### src/rtl/ucsbece154b_stream_prefetch_if.sv
// Bus bundle between the icache fill port, the stream prefetcher and the SDRAM burst port.
// The prefetcher uses the slave view; the icache/SDRAM side uses the master view.
interface ucsbece154b_stream_prefetch_if;
  logic        ReadRequest;
  logic [31:0] ReadAddress;
  logic [31:0] DataOut;
  logic        DataReady;
  logic        MemReadRequest;
  logic [31:0] MemReadAddress;
  logic [31:0] MemDataIn;
  logic        MemDataReady;

  modport slave (
    input  ReadRequest, ReadAddress, MemDataIn, MemDataReady,
    output DataOut, DataReady, MemReadRequest, MemReadAddress
  );

  modport master (
    output ReadRequest, ReadAddress, MemDataIn, MemDataReady,
    input  DataOut, DataReady, MemReadRequest, MemReadAddress
  );
endinterface

### src/rtl/ucsbece154b_stream_prefetch.sv
// Next-line stream prefetcher between an icache and SDRAM: one-line buffer, one burst in flight.
// Define UCSBECE154B_PREFETCH_STATS_EN to build the saturating HitCount/MissCount counters.
module ucsbece154b_stream_prefetch #(
  parameter int BLOCK_WORDS = 4
) (
  input  logic                            clk,
  input  logic                            reset,
  ucsbece154b_stream_prefetch_if.slave    bus,
  output logic [31:0]                     HitCount,
  output logic [31:0]                     MissCount
);
  localparam int              CW         = $clog2(BLOCK_WORDS);
  localparam int              OFF        = CW + 2;
  localparam logic [31:0]     LINE_BYTES = 32'(4 * BLOCK_WORDS);
  localparam logic [CW-1:0]   LAST       = CW'(BLOCK_WORDS - 1);

  typedef enum logic [2:0] {IDLE, DEMAND, SERVE, PREFETCH, WAIT_PF, DRAIN} state_t;

  state_t                 state_reg;
  logic [31:0]            line_buf [BLOCK_WORDS];
  logic [BLOCK_WORDS-1:0] valid_reg;
  logic [31:0]            tag_reg;
  logic [31:0]            mem_addr_reg;
  logic [31:0]            data_out_reg;
  logic [CW-1:0]          cnt_reg;
  logic [CW-1:0]          cnt_inc;
  logic                   mem_req_reg;
  logic                   data_ready_reg;

  logic [31:0] req_line;
  logic        line_match;
  logic        buf_hit;
  logic        mem_beat;
  logic        burst_done;
  logic        buf_we;
  logic        unused_addr_bits;

  assign req_line         = {bus.ReadAddress[31:OFF], {OFF{1'b0}}};
  assign unused_addr_bits = ^bus.ReadAddress[OFF-1:0];
  assign line_match       = (req_line == tag_reg);
  assign buf_hit          = (&valid_reg) && line_match;
  assign mem_beat         = mem_req_reg && bus.MemDataReady;
  assign burst_done       = mem_beat && (cnt_reg == LAST);
  assign buf_we           = mem_beat && ((state_reg == PREFETCH) || (state_reg == WAIT_PF));
  assign cnt_inc          = cnt_reg + CW'(1);

  // Demand misses stream SDRAM words straight through with no added latency.
  assign bus.DataOut        = (state_reg == DEMAND) ? bus.MemDataIn : data_out_reg;
  assign bus.DataReady      = (state_reg == DEMAND) ? mem_beat : data_ready_reg;
  assign bus.MemReadRequest = mem_req_reg;
  assign bus.MemReadAddress = mem_addr_reg;

  always_ff @(posedge clk) begin
    if (buf_we) begin
      line_buf[cnt_reg] <= bus.MemDataIn;
    end
  end

  always_ff @(posedge clk or posedge reset) begin
    if (reset) begin
      state_reg      <= IDLE;
      valid_reg      <= '0;
      tag_reg        <= '0;
      mem_addr_reg   <= '0;
      data_out_reg   <= '0;
      cnt_reg        <= '0;
      mem_req_reg    <= 1'b0;
      data_ready_reg <= 1'b0;
    end else begin
      case (state_reg)
        IDLE: begin
          if (bus.ReadRequest) begin
            cnt_reg <= '0;
            if (buf_hit) begin
              state_reg      <= SERVE;
              data_ready_reg <= 1'b1;
              data_out_reg   <= line_buf[0];
            end else begin
              state_reg    <= DEMAND;
              mem_req_reg  <= 1'b1;
              mem_addr_reg <= req_line;
            end
          end
        end

        SERVE: begin
          if (cnt_reg == LAST) begin
            state_reg      <= PREFETCH;
            data_ready_reg <= 1'b0;
            tag_reg        <= tag_reg + LINE_BYTES;
            mem_addr_reg   <= tag_reg + LINE_BYTES;
            valid_reg      <= '0;
            cnt_reg        <= '0;
          end else begin
            cnt_reg      <= cnt_inc;
            data_out_reg <= line_buf[cnt_inc];
          end
        end

        DEMAND: begin
          // A low MemReadRequest here is the mandatory idle cycle after a drained burst.
          if (!mem_req_reg) begin
            mem_req_reg <= 1'b1;
          end else if (mem_beat) begin
            cnt_reg <= cnt_inc;
            if (cnt_reg == LAST) begin
              state_reg    <= PREFETCH;
              mem_req_reg  <= 1'b0;
              tag_reg      <= mem_addr_reg + LINE_BYTES;
              mem_addr_reg <= mem_addr_reg + LINE_BYTES;
              valid_reg    <= '0;
              cnt_reg      <= '0;
            end
          end
        end

        PREFETCH, WAIT_PF, DRAIN: begin
          if (!mem_req_reg) begin
            mem_req_reg <= 1'b1;
          end else if (mem_beat) begin
            cnt_reg <= cnt_inc;
            if (state_reg != DRAIN) valid_reg[cnt_reg] <= 1'b1;
            if (burst_done) mem_req_reg <= 1'b0;
          end

          if ((state_reg == PREFETCH) && bus.ReadRequest) begin
            if (line_match) begin
              if (burst_done) begin
                state_reg      <= SERVE;
                data_ready_reg <= 1'b1;
                data_out_reg   <= line_buf[0];
                cnt_reg        <= '0;
              end else begin
                state_reg <= WAIT_PF;
              end
            end else begin
              // Tag now holds the pending demand line; the stale burst is discarded.
              valid_reg <= '0;
              tag_reg   <= req_line;
              if (burst_done) begin
                state_reg    <= DEMAND;
                mem_addr_reg <= req_line;
              end else begin
                state_reg <= DRAIN;
              end
            end
          end else if (burst_done) begin
            if (state_reg == PREFETCH) begin
              state_reg <= IDLE;
            end else if (state_reg == WAIT_PF) begin
              state_reg      <= SERVE;
              data_ready_reg <= 1'b1;
              data_out_reg   <= line_buf[0];
              cnt_reg        <= '0;
            end else begin
              state_reg    <= DEMAND;
              mem_addr_reg <= tag_reg;
            end
          end
        end

        default: state_reg <= IDLE;
      endcase
    end
  end

`ifdef UCSBECE154B_PREFETCH_STATS_EN
  logic        sampled;
  logic        hit_evt;
  logic        miss_evt;
  logic [31:0] hit_count_reg;
  logic [31:0] miss_count_reg;

  assign sampled  = bus.ReadRequest && ((state_reg == IDLE) || (state_reg == PREFETCH));
  assign hit_evt  = sampled && ((state_reg == IDLE) ? buf_hit : line_match);
  assign miss_evt = sampled && !hit_evt;

  always_ff @(posedge clk or posedge reset) begin
    if (reset) begin
      hit_count_reg  <= '0;
      miss_count_reg <= '0;
    end else begin
      if (hit_evt && (hit_count_reg != 32'hFFFF_FFFF))   hit_count_reg  <= hit_count_reg + 32'd1;
      if (miss_evt && (miss_count_reg != 32'hFFFF_FFFF)) miss_count_reg <= miss_count_reg + 32'd1;
    end
  end

  assign HitCount  = hit_count_reg;
  assign MissCount = miss_count_reg;
`else
  assign HitCount  = '0;
  assign MissCount = '0;
`endif
endmodule

### src/flat_wrapper.sv
// flat-port wrapper written by rule: the top's interface ports become plain ports
module ucsbece154b_stream_prefetch_flat 
#(
  parameter int BLOCK_WORDS = 4
)
  (clk, reset, HitCount, MissCount, bus_ReadRequest, bus_ReadAddress, bus_MemDataIn, bus_MemDataReady, bus_DataOut, bus_DataReady, bus_MemReadRequest, bus_MemReadAddress);
  ucsbece154b_stream_prefetch_if bus_i ();
  input  logic clk;
  input  logic reset;
  output logic [31:0] HitCount;
  output logic [31:0] MissCount;
  input wire logic [$bits(bus_i.ReadRequest)-1:0] bus_ReadRequest;
  input wire logic [$bits(bus_i.ReadAddress)-1:0] bus_ReadAddress;
  input wire logic [$bits(bus_i.MemDataIn)-1:0] bus_MemDataIn;
  input wire logic [$bits(bus_i.MemDataReady)-1:0] bus_MemDataReady;
  output wire logic [$bits(bus_i.DataOut)-1:0] bus_DataOut;
  output wire logic [$bits(bus_i.DataReady)-1:0] bus_DataReady;
  output wire logic [$bits(bus_i.MemReadRequest)-1:0] bus_MemReadRequest;
  output wire logic [$bits(bus_i.MemReadAddress)-1:0] bus_MemReadAddress;
  assign bus_i.ReadRequest = bus_ReadRequest;
  assign bus_i.ReadAddress = bus_ReadAddress;
  assign bus_i.MemDataIn = bus_MemDataIn;
  assign bus_i.MemDataReady = bus_MemDataReady;
  assign bus_DataOut = bus_i.DataOut;
  assign bus_DataReady = bus_i.DataReady;
  assign bus_MemReadRequest = bus_i.MemReadRequest;
  assign bus_MemReadAddress = bus_i.MemReadAddress;
  ucsbece154b_stream_prefetch #(.BLOCK_WORDS(BLOCK_WORDS)) u_core (.clk(clk), .reset(reset), .bus(bus_i), .HitCount(HitCount), .MissCount(MissCount));
endmodule
### config.mk
export PLATFORM = sky130hd
export DESIGN_NAME = ucsbece154b_stream_prefetch_flat
export DESIGN_NICKNAME = d
export VERILOG_FILES = /design/src/rtl/ucsbece154b_stream_prefetch_if.sv /design/src/rtl/ucsbece154b_stream_prefetch.sv /design/src/flat_wrapper.sv
export SDC_FILE = /design/constraint.sdc
export NUM_CORES = 1
export LEC_CHECK = 0
export CAP_MARGIN = 5
export CORE_MARGIN = 1.5
export CORE_UTILIZATION = 50
export DETAILED_ROUTE_END_ITERATION = 16
export PLACE_DENSITY = 0.77
export SYNTH_ARGS = -nofsm -noshare
export SYNTH_HDL_FRONTEND = slang
export SYNTH_SLANG_ARGS = --single-unit
### constraint.sdc
create_clock -name clk -period 3.04 [get_ports clk]
set_input_delay 0.456 -clock clk [delete_from_list [all_inputs] [get_ports clk]]
set_output_delay 0.456 -clock clk [all_outputs]
set_load 0.05 [all_outputs]
After elaboration in Yosys (flattened, before gate mapping). Memories as Yosys holds them, arrays and structs flattened. Cells that the tools add are included.

Add/sub/neg operators: 3. Eq/ne operators: 26. Mux-type cells: 86. Reduce and logical (&&, ||, !) cells: 22. $lt $le $gt $ge: 2. Bitwise gates (word level): 1.

Operators by type and width (count): $mux W32 (24); $pmux W32 S3 (2); $pmux W32 S4 (1); $add A32 B5 Y32 const B (2); $eq A32 B32 Y1 (1); $mux W4 (8); $mux W3 (10); $mux W2 (14); $mux W1 (21); $reduce_and A9 Y1 (2); $pmux W3 S4 (1); $pmux W4 S3 (1); $reduce_and A12 Y1 (1); $reduce_and A4 Y1 (3); $ne A2 B1 Y1 const B (5); $ne A2 B2 Y1 const B (5); $ne A3 B1 Y1 const B (3); $ne A3 B2 Y1 const B (3); $ne A3 B3 Y1 const B (3); $reduce_bool A3 Y1 (3); $pmux W2 S4 (1); $reduce_and A7 Y1 (1); $eq A3 B2 Y1 const B (2); $eq A3 B3 Y1 const B (2); other kinds (14) (21).

Bits in registers: 107. Memories kept: 1. Memory bits (writable): 128. Output and inout port bits: 130.

Memory list: u_core.line_buf (words 4, bits a word 32, read ports 2, clocked after memory_dff 0, write ports 1, line ucsbece154b_stream_prefetch.sv:20) `logic [31:0] line_buf [BLOCK_WORDS];`.

Logic depth before layout (Yosys ltp).
Depth after elaboration: 11. Mapped depth: 10.

Worst setup path after synthesis. Ideal clock, no wire load.

Kind: register -> output. Start point: reg u_core.state_reg[1]. End point: out bus_DataReady. Arrival time: 2641 ps. Slack: -57 ps. Required time: 2584 ps. Buffers on the path: 4. Stages on the path, launching flop included: 7. Cells stage by stage: dfrtp_1 clkbuf_1 clkbuf_1 or3_1 clkbuf_1 clkbuf_1 o21ai_0.

Word-level cells in the longest chain between the ends: 2.

Ends and longest elaborated chain: start, declared (line ucsbece154b_stream_prefetch.sv:19) `state_t state_reg;`; start signal, assigned (line ucsbece154b_stream_prefetch.sv:61) `state_reg <= IDLE;`; start signal, assigned (line ucsbece154b_stream_prefetch.sv:75) `state_reg <= SERVE;`; start signal, assigned (line ucsbece154b_stream_prefetch.sv:79) `state_reg <= DEMAND;`; $eq A3 B1 Y1 (line ucsbece154b_stream_prefetch.sv:49) `assign bus.DataReady = (state_reg == DEMAND) ? mem_beat : data_ready_reg;`; $mux W1 (line ucsbece154b_stream_prefetch.sv:49); end, declared (line flat_wrapper.sv:17) `output wire logic [$bits(bus_i.DataReady)-1:0] bus_DataReady;`.

Every way passes these cells.

Worst setup path after layout. Ends and elaborated chain as after synthesis.

==> results.txt <==
- Period utilization: 0.9648
- Across every metal layer, demand over resource in global routing totals 0.2786.
* Pwr Density: 1089 nW/um2
- Worst Max-Slew Pin Slew: 1.152 ns
- Crit. End Element: output pin
* Yosys Warn Count: 0
- IR analysis of the VDD net gives a maximum drop of 808.4 uV.
- The core region is 26800 um2.
* DPL Wire Length: 26.60 mm
* Instance count of the mapped netlist: 1367
* Detailed-route wire length per cell: 20.78 um
- Reported leakage power: 6.227 nW
* Number of storage elements in the synthesis netlist: 235
- Min-Delay Path Class: in -> async
- GR Util met2: 0.4667
* Worst slack after detailed placement: -0.2115 ns
* Number of hold violations in the final report: 0
- Largest net degree at the start of global routing: 62
- Most area-hungry cell type in the Yosys netlist: sky130_fd_sc_hd__edfxtp_1
- Num CTS Buffers: 25
- Maximum fanout count along the critical path: 34
- The clock passes through at most 3 buffers.
- The cell area that synthesis handed to floorplanning was 13550 um2.
- The initial antenna violation count is 0.
- Total Die Area: 28100 um2
- Leading post-synthesis cells by cell area: sky130_fd_sc_hd__edfxtp_1 (28%), sky130_fd_sc_hd__dfrtp_1 (20%), sky130_fd_sc_hd__nand2_1 (5.1%)
- Routability-driven placement finished with a final weighted congestion of 0.9287.
* RSZ-0062 raised after global routing: false
- Detailed-routing iteration count for the pre-antenna-repair pass: 7
- In the global route stage, met1 resource usage came out at 0.3671.
- For met3 alone, demand over resource in global routing was 0.04231.
- Site Rows: 60
* Max reg flops: 128
- STA puts the critical path data required time at 2.58 ns.
- Number of nets still failing antenna checks after routing: 0
* Gr busiest metal: met2
- After clock tree synthesis, the flow added hold-fix buffers numbering 0.
* TritonCTS clock tree: done
- Register with the most flip-flops: u_core.line_buf
* Die width: 167.6 um
- For the worst-skew pair, the clock arrives at the later sink with an insertion delay of 0.53 ns.
* Min setup slack post-route: 0.1071 ns
* Global-route wire length before repair: 61.76 mm
- Outcome: completed
* Tightest slew margin relative to the limit: 0.2300
- In the synthesized netlist the dominant register cell turns out to be sky130_fd_sc_hd__edfxtp_1.
- In the final layout, the share of cells above drive strength 1 is 0.1765.
* Arrival time of the worst setup path: 2.48 ns
- Root cell of the clock tree: sky130_fd_sc_hd__clkbuf_16
- Max-capacitance violation count: 0
* Final setup vio count: 0
- The number of antenna diodes in the final layout is 0.
- After synthesis, the mean cell area works out to 9.913 um2.
- Vias in the first global route: 11280
- Number of violations reported at the end of detailed-routing iteration 0: 1209
- For this configuration, the core starts out at a cell density of 0.5056.
- FFs w/ async S/R, synth: 0.4553
* Number of I/O pins: 198
- In the final design database the tool counted 1603 nets.
- Number of gates given a new drive strength after cts: 0
* Input/output buffers: 129
- Clock-pin slew was measured on the worst setup and hold paths at 0.06 ns.
* Clk sink count: 235
- Detailed-route via count: 11520
* Worst Setup Start Kind: flop
* Ranking of synthesized cells by instance count: sky130_fd_sc_hd__nand2_1 (184), sky130_fd_sc_hd__edfxtp_1 (128), sky130_fd_sc_hd__dfrtp_1 (107), sky130_fd_sc_hd__o21ai_0 (83), sky130_fd_sc_hd__clkbuf_1 (79)
- Level count of the clock H-tree: 1
- The design draws 17.82 mW.
- Dividing the detail-routed via count by the number of cells gives 6.102.
* Fmax: 0.3410 GHz
- Gr ovfl total: 0
- Final period demand of the worst path: 2.933 ns
- The share of synthesized area in the top cell type comes to 0.2837.
- Area overhead of the layout relative to synthesis: 20.72%
* Slew Limit Fails: 0
- Count of filler cells inserted in the layout: 2197
* Final clock skew: 0.008221 ns
* Vertical extent of the die: 167.6 um
* Count of buffers added by post-CTS timing repair for setup: 0
- After detailed routing, the number of remaining DRC violations is 0.
* Most frequent cell after synthesis: sky130_fd_sc_hd__nand2_1
- In this run, distinct cell masters in the synthesized netlist total 66.
- The final layout contains routed wiring with a total length of 39.24 mm.
- In this run, synthesis inferred 128 flip-flops with an integrated enable.
- The share of the Yosys chip area taken by registers is 0.4813.
- Critical path type: reg -> out
report_power, final:
group          total (mW)  internal [mW]  switching [mW]  leakage (nW)
Combinational        9.82           3.60            6.22          3.32
Sequential           4.88           4.08           0.799          2.48
Clock                3.13           1.86            1.27         0.419
cell type report:
class | count | area, um2 | area share
inverter | 14 | 56.30 | 0.003442
multi-input combinational | 1003 | 6302 | 0.3853
tap | 341 | 426.7 | 0.02608
timing repair buffer | 250 | 2217 | 0.1355
clock inverter | 12 | 138.9 | 0.008490
sequential | 235 | 6521 | 0.3987
clock buffer | 33 | 695.7 | 0.04253
metal layers:
layer,up-vias,share of wire
met3,86,0.088
met2,640,0.48
li1,5268,-
met4,0,0.030
met1,5526,0.40
met5,-,0
layout by cell type (no fill, tap or decap), types with 37 or more instances in the layout:
master	synthesis	routed
sky130_fd_sc_hd__mux2_2	59	59
sky130_fd_sc_hd__nor2_1	67	62
sky130_fd_sc_hd__buf_4	70	146
sky130_fd_sc_hd__conb_1	1	64
sky130_fd_sc_hd__o22ai_1	37	37
sky130_fd_sc_hd__o21ai_0	83	81
sky130_fd_sc_hd__clkdlybuf4s50_1	0	96
sky130_fd_sc_hd__dfrtp_1	107	107
sky130_fd_sc_hd__nand2_1	184	184
sky130_fd_sc_hd__edfxtp_1	128	128
sky130_fd_sc_hd__xnor2_1	49	49
sky130_fd_sc_hd__a21oi_1	78	78
per-stage QoR:
step	utilization	hold slack, ns	setup TNS [ns]	cells	instance area [um2]
2_1_floorplan	-	0.4641	0	1430	13790
4_1_cts	0.6104	0.4529	0	1888	16360
5_1_grt	0.6104	0.4982	0	1888	16360
3_5_place_dp	0.5792	0.4898	-8.953	1843	15520
3_3_place_gp	0.5792	0.4760	-5.655	1843	15520
6_report	0.6104	0.4242	0	1888	16360
cell families (layout without fill, tap and decap cells):
kind of cell / after synthesis / count (layout) / synth area share
AO/OA/AOI/OAI: 355 / 355 / 0.1740
XOR/XNOR: 64 / 64 / 0.04192
adder cells (fa/ha/maj): 6 / 6 / 0.005540
buffers and inverters: 192 / 309 / 0.07479
flip-flops: 235 / 235 / 0.4813
multiplexers: 81 / 81 / 0.06704
other: 1 / 64 / 0.0002767
AND/OR/NAND/NOR: 433 / 433 / 0.1552
worst paths after layout:
path | start | end | slack [ns] | cells after the start
hold reg to reg | u_core.data_out_reg[24] | u_core.data_out_reg[24] | 0.50 | 1
setup / recovery | u_core.state_reg[1] | bus_DataReady | 0.11 | 5
setup reg to reg | u_core.tag_reg[26] | u_core.bus.MemReadAddress[31] | 0.28 | 9
max in group asynchronous | reset | u_core.data_out_reg[4] | 1.97 | 3
hold / removal | reset | u_core.tag_reg[6] | 0.42 | 2
min in group clk | u_core.data_out_reg[24] | u_core.data_out_reg[24] | 0.50 | 1
worst max-delay path, stage by stage (launching register included):
cell                      delay, ns
sky130_fd_sc_hd__dfrtp_1       0.46
sky130_fd_sc_hd__buf_4         0.24
sky130_fd_sc_hd__or3_2         0.50
sky130_fd_sc_hd__buf_4         0.29
sky130_fd_sc_hd__o21ai_1       0.28
sky130_fd_sc_hd__buf_12        0.18
Power figures use the tool's default switching activity.
